## src/rtl/uart_alu_intf.sv

```systemverilog
// Sequencer between UART RX, a combinational ALU and UART TX: collects A, B, opcode, then sends the result.
// Optional inter-byte timeout is enabled with `define UART_ALU_INTF_TIMEOUT_EN.
module uart_alu_intf #(
  parameter int unsigned DATA_W         = 8,
  parameter int unsigned OP_W           = 6,
  parameter int unsigned TIMEOUT_CYCLES = 1000000
) (
  input  logic              i_clock,
  input  logic              i_reset,
  input  logic              i_rx_done_tick,
  input  logic [7:0]        i_rx_data,
  input  logic [DATA_W-1:0] i_alu_result,
  input  logic              i_tx_done_tick,
  output logic [DATA_W-1:0] o_alu_a,
  output logic [DATA_W-1:0] o_alu_b,
  output logic [OP_W-1:0]   o_alu_op,
  output logic              o_tx_start,
  output logic [DATA_W-1:0] o_tx_data,
  output logic              o_busy,
  output logic              o_rx_drop,
  output logic              o_timeout
);

  if (DATA_W > 8 || DATA_W == 0 || OP_W > 8 || OP_W == 0 || TIMEOUT_CYCLES < 2) begin : g_bad_param
    $error("uart_alu_intf: illegal parameter combination");
  end

  typedef enum logic [2:0] {
    S_WAIT_A  = 3'd0,
    S_WAIT_B  = 3'd1,
    S_WAIT_OP = 3'd2,
    S_LOAD    = 3'd3,
    S_SEND    = 3'd4,
    S_WAIT_TX = 3'd5
  } state_e;

  state_e            state_q, state_d;
  logic [DATA_W-1:0] a_q, a_d;
  logic [DATA_W-1:0] b_q, b_d;
  logic [OP_W-1:0]   op_q, op_d;
  logic [DATA_W-1:0] tx_data_q, tx_data_d;
  logic              tx_start_q, tx_start_d;
  logic              busy_q, busy_d;
  logic              drop_q, drop_d;
  logic              timeout_q, timeout_d;
  logic              timeout_hit;

`ifdef UART_ALU_INTF_TIMEOUT_EN
  localparam int unsigned CNT_W = $clog2(TIMEOUT_CYCLES);

  logic [CNT_W-1:0] cnt_q, cnt_d;

  assign timeout_hit = (cnt_q == CNT_W'(TIMEOUT_CYCLES - 1));

  // Counts idle cycles while parked in WAIT_B/WAIT_OP; any state change or accepted byte restarts it.
  always_comb begin
    cnt_d = '0;
    if ((state_q == S_WAIT_B || state_q == S_WAIT_OP) && state_d == state_q) begin
      cnt_d = cnt_q + CNT_W'(1);
    end
  end

  always_ff @(posedge i_clock or posedge i_reset) begin
    if (i_reset) begin
      cnt_q <= '0;
    end else begin
      cnt_q <= cnt_d;
    end
  end
`else
  assign timeout_hit = 1'b0;
`endif

  // Next-state and register updates; ticks outside the WAIT_* collection states are dropped.
  always_comb begin
    state_d   = state_q;
    a_d       = a_q;
    b_d       = b_q;
    op_d      = op_q;
    tx_data_d = tx_data_q;
    drop_d    = 1'b0;
    timeout_d = 1'b0;
    case (state_q)
      S_WAIT_A: begin
        if (i_rx_done_tick) begin
          a_d     = i_rx_data[DATA_W-1:0];
          state_d = S_WAIT_B;
        end
      end
      S_WAIT_B: begin
        if (i_rx_done_tick) begin
          b_d     = i_rx_data[DATA_W-1:0];
          state_d = S_WAIT_OP;
        end else if (timeout_hit) begin
          timeout_d = 1'b1;
          state_d   = S_WAIT_A;
        end
      end
      S_WAIT_OP: begin
        if (i_rx_done_tick) begin
          op_d    = i_rx_data[OP_W-1:0];
          state_d = S_LOAD;
        end else if (timeout_hit) begin
          timeout_d = 1'b1;
          state_d   = S_WAIT_A;
        end
      end
      S_LOAD: begin
        tx_data_d = i_alu_result;
        drop_d    = i_rx_done_tick;
        state_d   = S_SEND;
      end
      S_SEND: begin
        drop_d  = i_rx_done_tick;
        state_d = S_WAIT_TX;
      end
      S_WAIT_TX: begin
        drop_d = i_rx_done_tick;
        if (i_tx_done_tick) begin
          state_d = S_WAIT_A;
        end
      end
      default: begin
        state_d = S_WAIT_A;
      end
    endcase
    tx_start_d = (state_d == S_SEND);
    busy_d     = (state_d == S_LOAD) || (state_d == S_SEND) || (state_d == S_WAIT_TX);
  end

  always_ff @(posedge i_clock or posedge i_reset) begin
    if (i_reset) begin
      state_q    <= S_WAIT_A;
      a_q        <= '0;
      b_q        <= '0;
      op_q       <= '0;
      tx_data_q  <= '0;
      tx_start_q <= 1'b0;
      busy_q     <= 1'b0;
      drop_q     <= 1'b0;
      timeout_q  <= 1'b0;
    end else begin
      state_q    <= state_d;
      a_q        <= a_d;
      b_q        <= b_d;
      op_q       <= op_d;
      tx_data_q  <= tx_data_d;
      tx_start_q <= tx_start_d;
      busy_q     <= busy_d;
      drop_q     <= drop_d;
      timeout_q  <= timeout_d;
    end
  end

  assign o_alu_a    = a_q;
  assign o_alu_b    = b_q;
  assign o_alu_op   = op_q;
  assign o_tx_data  = tx_data_q;
  assign o_tx_start = tx_start_q;
  assign o_busy     = busy_q;
  assign o_rx_drop  = drop_q;
  assign o_timeout  = timeout_q;

endmodule

```

## config.mk

```make
export PLATFORM = sky130hd
export DESIGN_NAME = uart_alu_intf
export DESIGN_NICKNAME = d
export VERILOG_FILES = /design/src/rtl/uart_alu_intf.sv
export SDC_FILE = /design/constraint.sdc
export NUM_CORES = 1
export LEC_CHECK = 0
export ABC_AREA = 1
export CORE_ASPECT_RATIO = 0.75
export CORE_MARGIN = 4
export CORE_UTILIZATION = 60
export DETAILED_ROUTE_END_ITERATION = 8
export DONT_BUFFER_PORTS = 1
export HOLD_SLACK_MARGIN = 0.15
export PLACE_DENSITY = 0.83
export SETUP_SLACK_MARGIN = 0.2
export SLEW_MARGIN = 40
export SYNTH_ARGS = -nofsm -noshare
export SYNTH_HDL_FRONTEND = slang
export SYNTH_SLANG_ARGS = --single-unit
```

## constraint.sdc

```tcl
create_clock -name i_clock -period 1.25 [get_ports i_clock]
set_input_delay 0.25 -clock i_clock [delete_from_list [all_inputs] [get_ports i_clock]]
set_output_delay 0.25 -clock i_clock [all_outputs]
set_load 0.05 [all_outputs]
```

# --- Word-level counts from Yosys, hierarchy flattened ---
# Cells that the tools add are included.
op_classes:
  n_addsub: 0
  n_mul: 0
  div: 0
  magnitude_cmp: 0
  eq_ne: 8
  shifts: 0
  muxes: 6
  n_bitwise: 0
  n_reduce_logical: 7
ops:
  columns: ["cell", "count"]
  rows:
  - ["case mux 3 bit (6 select lines)", 1]
  - ["== test 3 bit, second input constant", 4]
  - ["2-to-1 mux 3 bit", 4]
  - ["== test 3 x 2 -> 1 bit, second input constant", 3]
  - ["AND reduction 2 bit", 3]
  - ["== test 3 x 1 -> 1 bit, second input constant", 1]
  - ["zero test 3 bit", 1]
  - ["OR reduction 3 bit", 1]
  - ["logical OR 1 bit", 2]
  - ["2-to-1 mux 1 bit", 1]
totals:
  regBits: 36
  latch_bits: 0
  ram_bits: 0
  mem_bits_ro: 0
  inputBits: 20
  elab_cells: 29
  mem_count: 0

# --- Depth between registers and ports, before layout ---
logic_depth:
  depth_word: 5
  mapped_depth: 6

# --- Worst setup path after synthesis ---
# Ideal clock, no wire load.
synth_path:
  path_kind: "register to register"
  from: "register state_q[1]"
  to: "register a_q[0], in the netlist o_alu_a[0]"
  setup_ns: 0.119
  t_arrival_ns: 0.993
  path_slack_ns: 0.138
  stages_incl_launch_ff: 5
  period_less_slack_ns: 1.112
  path_cell_list: "dfrtp_1 nor2_2 nand3_2 nand2_1 nand2_1"
synth_via:
  elab_chain_cells: 2
synth_lines:
  columns: ["item", "line_no", "rtl"]
  rows:
  - ["start: declaration", "37", "state_e state_q, state_d;"]
  - ["start signal: assignment", "143", "state_q <= state_d;"]
  - ["zero test 3 bit", "83", "case (state_q)"]
  - ["AND reduction 2 bit (no line)", null, null]
  - ["end signal: assignment", "134", "a_q <= '0;"]
  - ["end signal: assignment", "144", "a_q <= a_d;"]
  - ["end: declaration", "38", "logic [DATA_W-1:0] a_q, a_d;"]
# No other way between the ends.
# A chain may end at the register's enable or synchronous reset.

# --- Worst setup path in the final report ---
layout_path:
  from: "register state_q[0]"
  to: "register b_q[0], in the netlist o_alu_b[0]"
layout_via:
  elab_chain_cells: 2
layout_lines:
  columns: ["item", "line_no", "rtl"]
  rows:
  - ["== test 3 x 1 -> 1 bit", "83", null]
  - ["AND reduction 2 bit (no line)", null, null]
  - ["end signal: assignment", "135", "b_q <= '0;"]
  - ["end signal: assignment", "145", "b_q <= b_d;"]
  - ["end: declaration", "39", "logic [DATA_W-1:0] b_q, b_d;"]
# No other way between the ends.

==> insert_results.sql <==
INSERT INTO impl_metrics (metric_group, metric, value, unit) VALUES
('yosys', 'postSynthRegisterBits', '36', ''),
('setup_path', 'crit-reg2reg-launch', 'state_q[0]', ''),
('yosys', 'syn-instance-count', '158', ''),
('timing', 'rsz0062_at_grt', 'yes', ''),
('setup_path', 'critical_path.max_stage_delay', '490', 'ps'),
('clock_tree', 'worstSkewPairLatency', '360', 'ps'),
('clock_tree', 'tritoncts_num_sinks', '36', ''),
('setup_path', 'kind_of_critical_path', 'reg2reg', ''),
('yosys', 'mappedNetlistNets', '178', ''),
('yosys', 'synthTopCellsByArea', 'sky130_fd_sc_hd__dfrtp_1, sky130_fd_sc_hd__nand2_1, sky130_fd_sc_hd__nand4_1', ''),
('yosys', 'synth.distinct_cells', '16', ''),
('setup_path', 'timing.critical_path.from_type', 'flip-flop', ''),
('setup_path', 'regToRegEndpoint', 'o_alu_b[0]', ''),
('drt', 'detail_route.drc_violations', '0', ''),
('clock_tree', 'register_clock_pin_slew_on_the_reported_worst_setup_and_hold_paths', '100', 'ps'),
('drt', 'avgRoutedWirePerCell', '22.53', 'um'),
('cells_and_area', 'num-nets-final', '216', ''),
('global_route', 'grt.met2_usage', '42.61', '%'),
('floorplanning', 'die_w', '65.11', 'um'),
('timing', 'setup_slack', '47.64', 'ps'),
('setup_path', 'critPathRequiredTime', '1530', 'ps'),
('timing', 'report.final.hold_viol_count', '0', ''),
('setup_path', 'path_max_fanout', '8', ''),
('drt', 'routed_wirelength', '5204', 'um'),
('global_route', 'first_pass_grt_wire_length', '6513', 'um'),
('global_route', 'overflow', '0', ''),
('timing', 'hold_ws', '34.35', 'ps'),
('global_route', 'top_usage_layer', 'met2', ''),
('global_route', 'antenna_found_initial', '0', ''),
('global_route', 'grt_usage', '27.48', '%'),
('cells_and_area', 'final_common_cell', 'sky130_fd_sc_hd__nand2_1', ''),
('cells_and_area', 'area_growth_syn_to_layout', '41.77', '%'),
('setup_path', 'worstPathBufferInverterCount', '2', ''),
('placed_design', 'placed_instance_area', '1531', 'um^2'),
('cells_and_area', 'antennaDiodeCount', '0', ''),
('yosys', 'yosysWarnings', '0', ''),
('drt', 'via_count', '1451', ''),
('setup_path', 'timing.critical_path.to_type', 'flip-flop', ''),
('clock_tree', 'tritoncts', 'built', ''),
('drt', 'detailedRoute.firstPassIterationCount', '5', ''),
('placed_design', 'post-dp-hpwl', '2432', 'um'),
('timing', 'final_period_minus_worst_setup_slack', '1202', 'ps'),
('yosys', 'yosysSeqAreaShare', '61.38', '%'),
('floorplanning', 'die_outline_area', '3310', 'um^2'),
('setup_path', 'setup.worst_path.end', 'o_alu_b[0]', ''),
('timing', 'setup_viol_count_final', '0', ''),
('yosys', 'synth_mux_area_share', '0', '%'),
('clock_tree', 'cts_inserted_buffers', '5', ''),
('cells_and_area', 'n_fill_cell', '95', ''),
('floorplanning', 'die-height', '50.83', 'um'),
('placed_design', 'port_buffers', '0', ''),
('placed_design', 'gp_congestion', '0.8098', ''),
('setup_path', 'cp.depth', '5', ''),
('setup_path', 'worstPathCellList', 'inv_2, nor2_4, buf_6, nand3_2, nand2_1', ''),
('cells_and_area', 'commonest_cells_after_routing_fill_and_taps_aside', 'sky130_fd_sc_hd__nand2_1, sky130_fd_sc_hd__dfrtp_2, sky130_fd_sc_hd__dlygate4sd3_1, sky130_fd_sc_hd__nand4_1', ''),
('min_path', 'holdCritPathClass', 'in2reg', ''),
('job', 'drv_cap', '0', ''),
('setup_path', 'critPathLaunch', 'state_q[0]', ''),
('timing', 'final.setup.tns', '0', 'ps'),
('timing', 'layout_worst_path_cycle_share', '96.19', '%'),
('timing', 'fin_skew', '9.388', 'ps'),
('global_route', 'grt_util_met3', '11.65', '%'),
('setup_path', 'dominant_delay_contributor_by_cell_family_on_the_critical_path', 'flip-flops', ''),
('floorplanning', 'row_count', '15', ''),
('outcome', 'status', 'finished clean', ''),
('setup_path', 'worst_r2r_path_depth', '5', ''),
('yosys', 'syn-cell-area', '1468', 'um^2'),
('setup_path', 'critPathSlowestCell', 'sky130_fd_sc_hd__dfrtp_2', ''),
('global_route', 'met1_track_demand_over_resource_in_global_routing', '32.79', '%'),
('placed_design', 'post-place-ws', '65.04', 'ps'),
('drt', 'detailedRoute.firstIterationViolations', '113', '');
## through the flow
step,utilization (%),instances
after floorplan,-,158
after global placement,66.34,194
after detailed placement,66.34,194
after CTS,82.71,226
after global routing,90.14,231
final,90.14,231
## Yosys cell counts
library cell / number
sky130_fd_sc_hd__nor2_2: 2
sky130_fd_sc_hd__nor2_1: 1
sky130_fd_sc_hd__inv_2: 3
sky130_fd_sc_hd__dfrtp_1: 36
sky130_fd_sc_hd__nand3_2: 3
sky130_fd_sc_hd__nand4_1: 14
sky130_fd_sc_hd__buf_6: 1
sky130_fd_sc_hd__nand3_1: 11
sky130_fd_sc_hd__a21oi_1: 1
sky130_fd_sc_hd__buf_4: 2
sky130_fd_sc_hd__nand2_1: 75
sky130_fd_sc_hd__nor2_4: 2
sky130_fd_sc_hd__inv_1: 3
sky130_fd_sc_hd__conb_1: 1
sky130_fd_sc_hd__buf_2: 2
sky130_fd_sc_hd__nand2_2: 1
## cell families (layout without fill, tap and decap cells)
kind of cell / count (synthesis) / count (layout)
simple gates: 109 / 111
compound gates: 1 / 1
other cells: 1 / 1
flops: 36 / 36
buf+inv: 11 / 48
## final cells by class
type	instances	area [um^2]	area share [%]
flip-flops and latches	36	945.9	45.46
multi-input cells	113	655.6	31.51
repair buffers	33	337.8	16.24
clock buffers	8	58.81	2.826
well taps	34	42.54	2.044
inverters	6	33.78	1.624
repair inverters	1	6.256	0.3007
## how the worst min path moves through the flow
stage / startpoint / endpoint / depth (start not counted)
6_report: i_rx_done_tick / o_alu_a[2] / 2
5_1_grt: i_rx_done_tick / o_alu_a[6] / 2
4_1_cts: i_rx_done_tick / state_q[0] / 2
3_5_place_dp: i_reset / o_tx_data[3] / 1
3_3_place_gp: i_reset / o_tx_data[3] / 1
2_1_floorplan: i_reset / o_alu_a[0] / 1
## routing by layer
layer / vias up / wire length [um] / part of all wire [%]
met4: 0 / 203 / 3.9
li1: 592 / - / -
met5: - / 0 / 0
met3: 24 / 651 / 13
met2: 128 / 2437 / 47
met1: 707 / 1911 / 37
## registers in the layout, summed over array words and instances (netlist names)
| register | count |
|---|---|
| o_alu_b | 8 |
| o_tx_start | 1 |
| o_busy | 1 |
| state_q | 3 |
| o_tx_data | 8 |
| o_rx_drop | 1 |
| o_alu_a | 8 |
| o_alu_op | 6 |
## repair_timing
item | 4_1_cts | 5_1_grt
setup buffers | 5 | 2
resized for setup | 41 | 37
pin swaps | 3 | 20
gates cloned | 1 | 2
hold buffers | 18 | 1
hold endpoints to repair | 69 | 17
endpoints found under the setup margin | 63 | 67
Power is left out: the tool's default activity adds up to more than one toggle a clock period on the data nets, which glitch-free logic cannot reach.
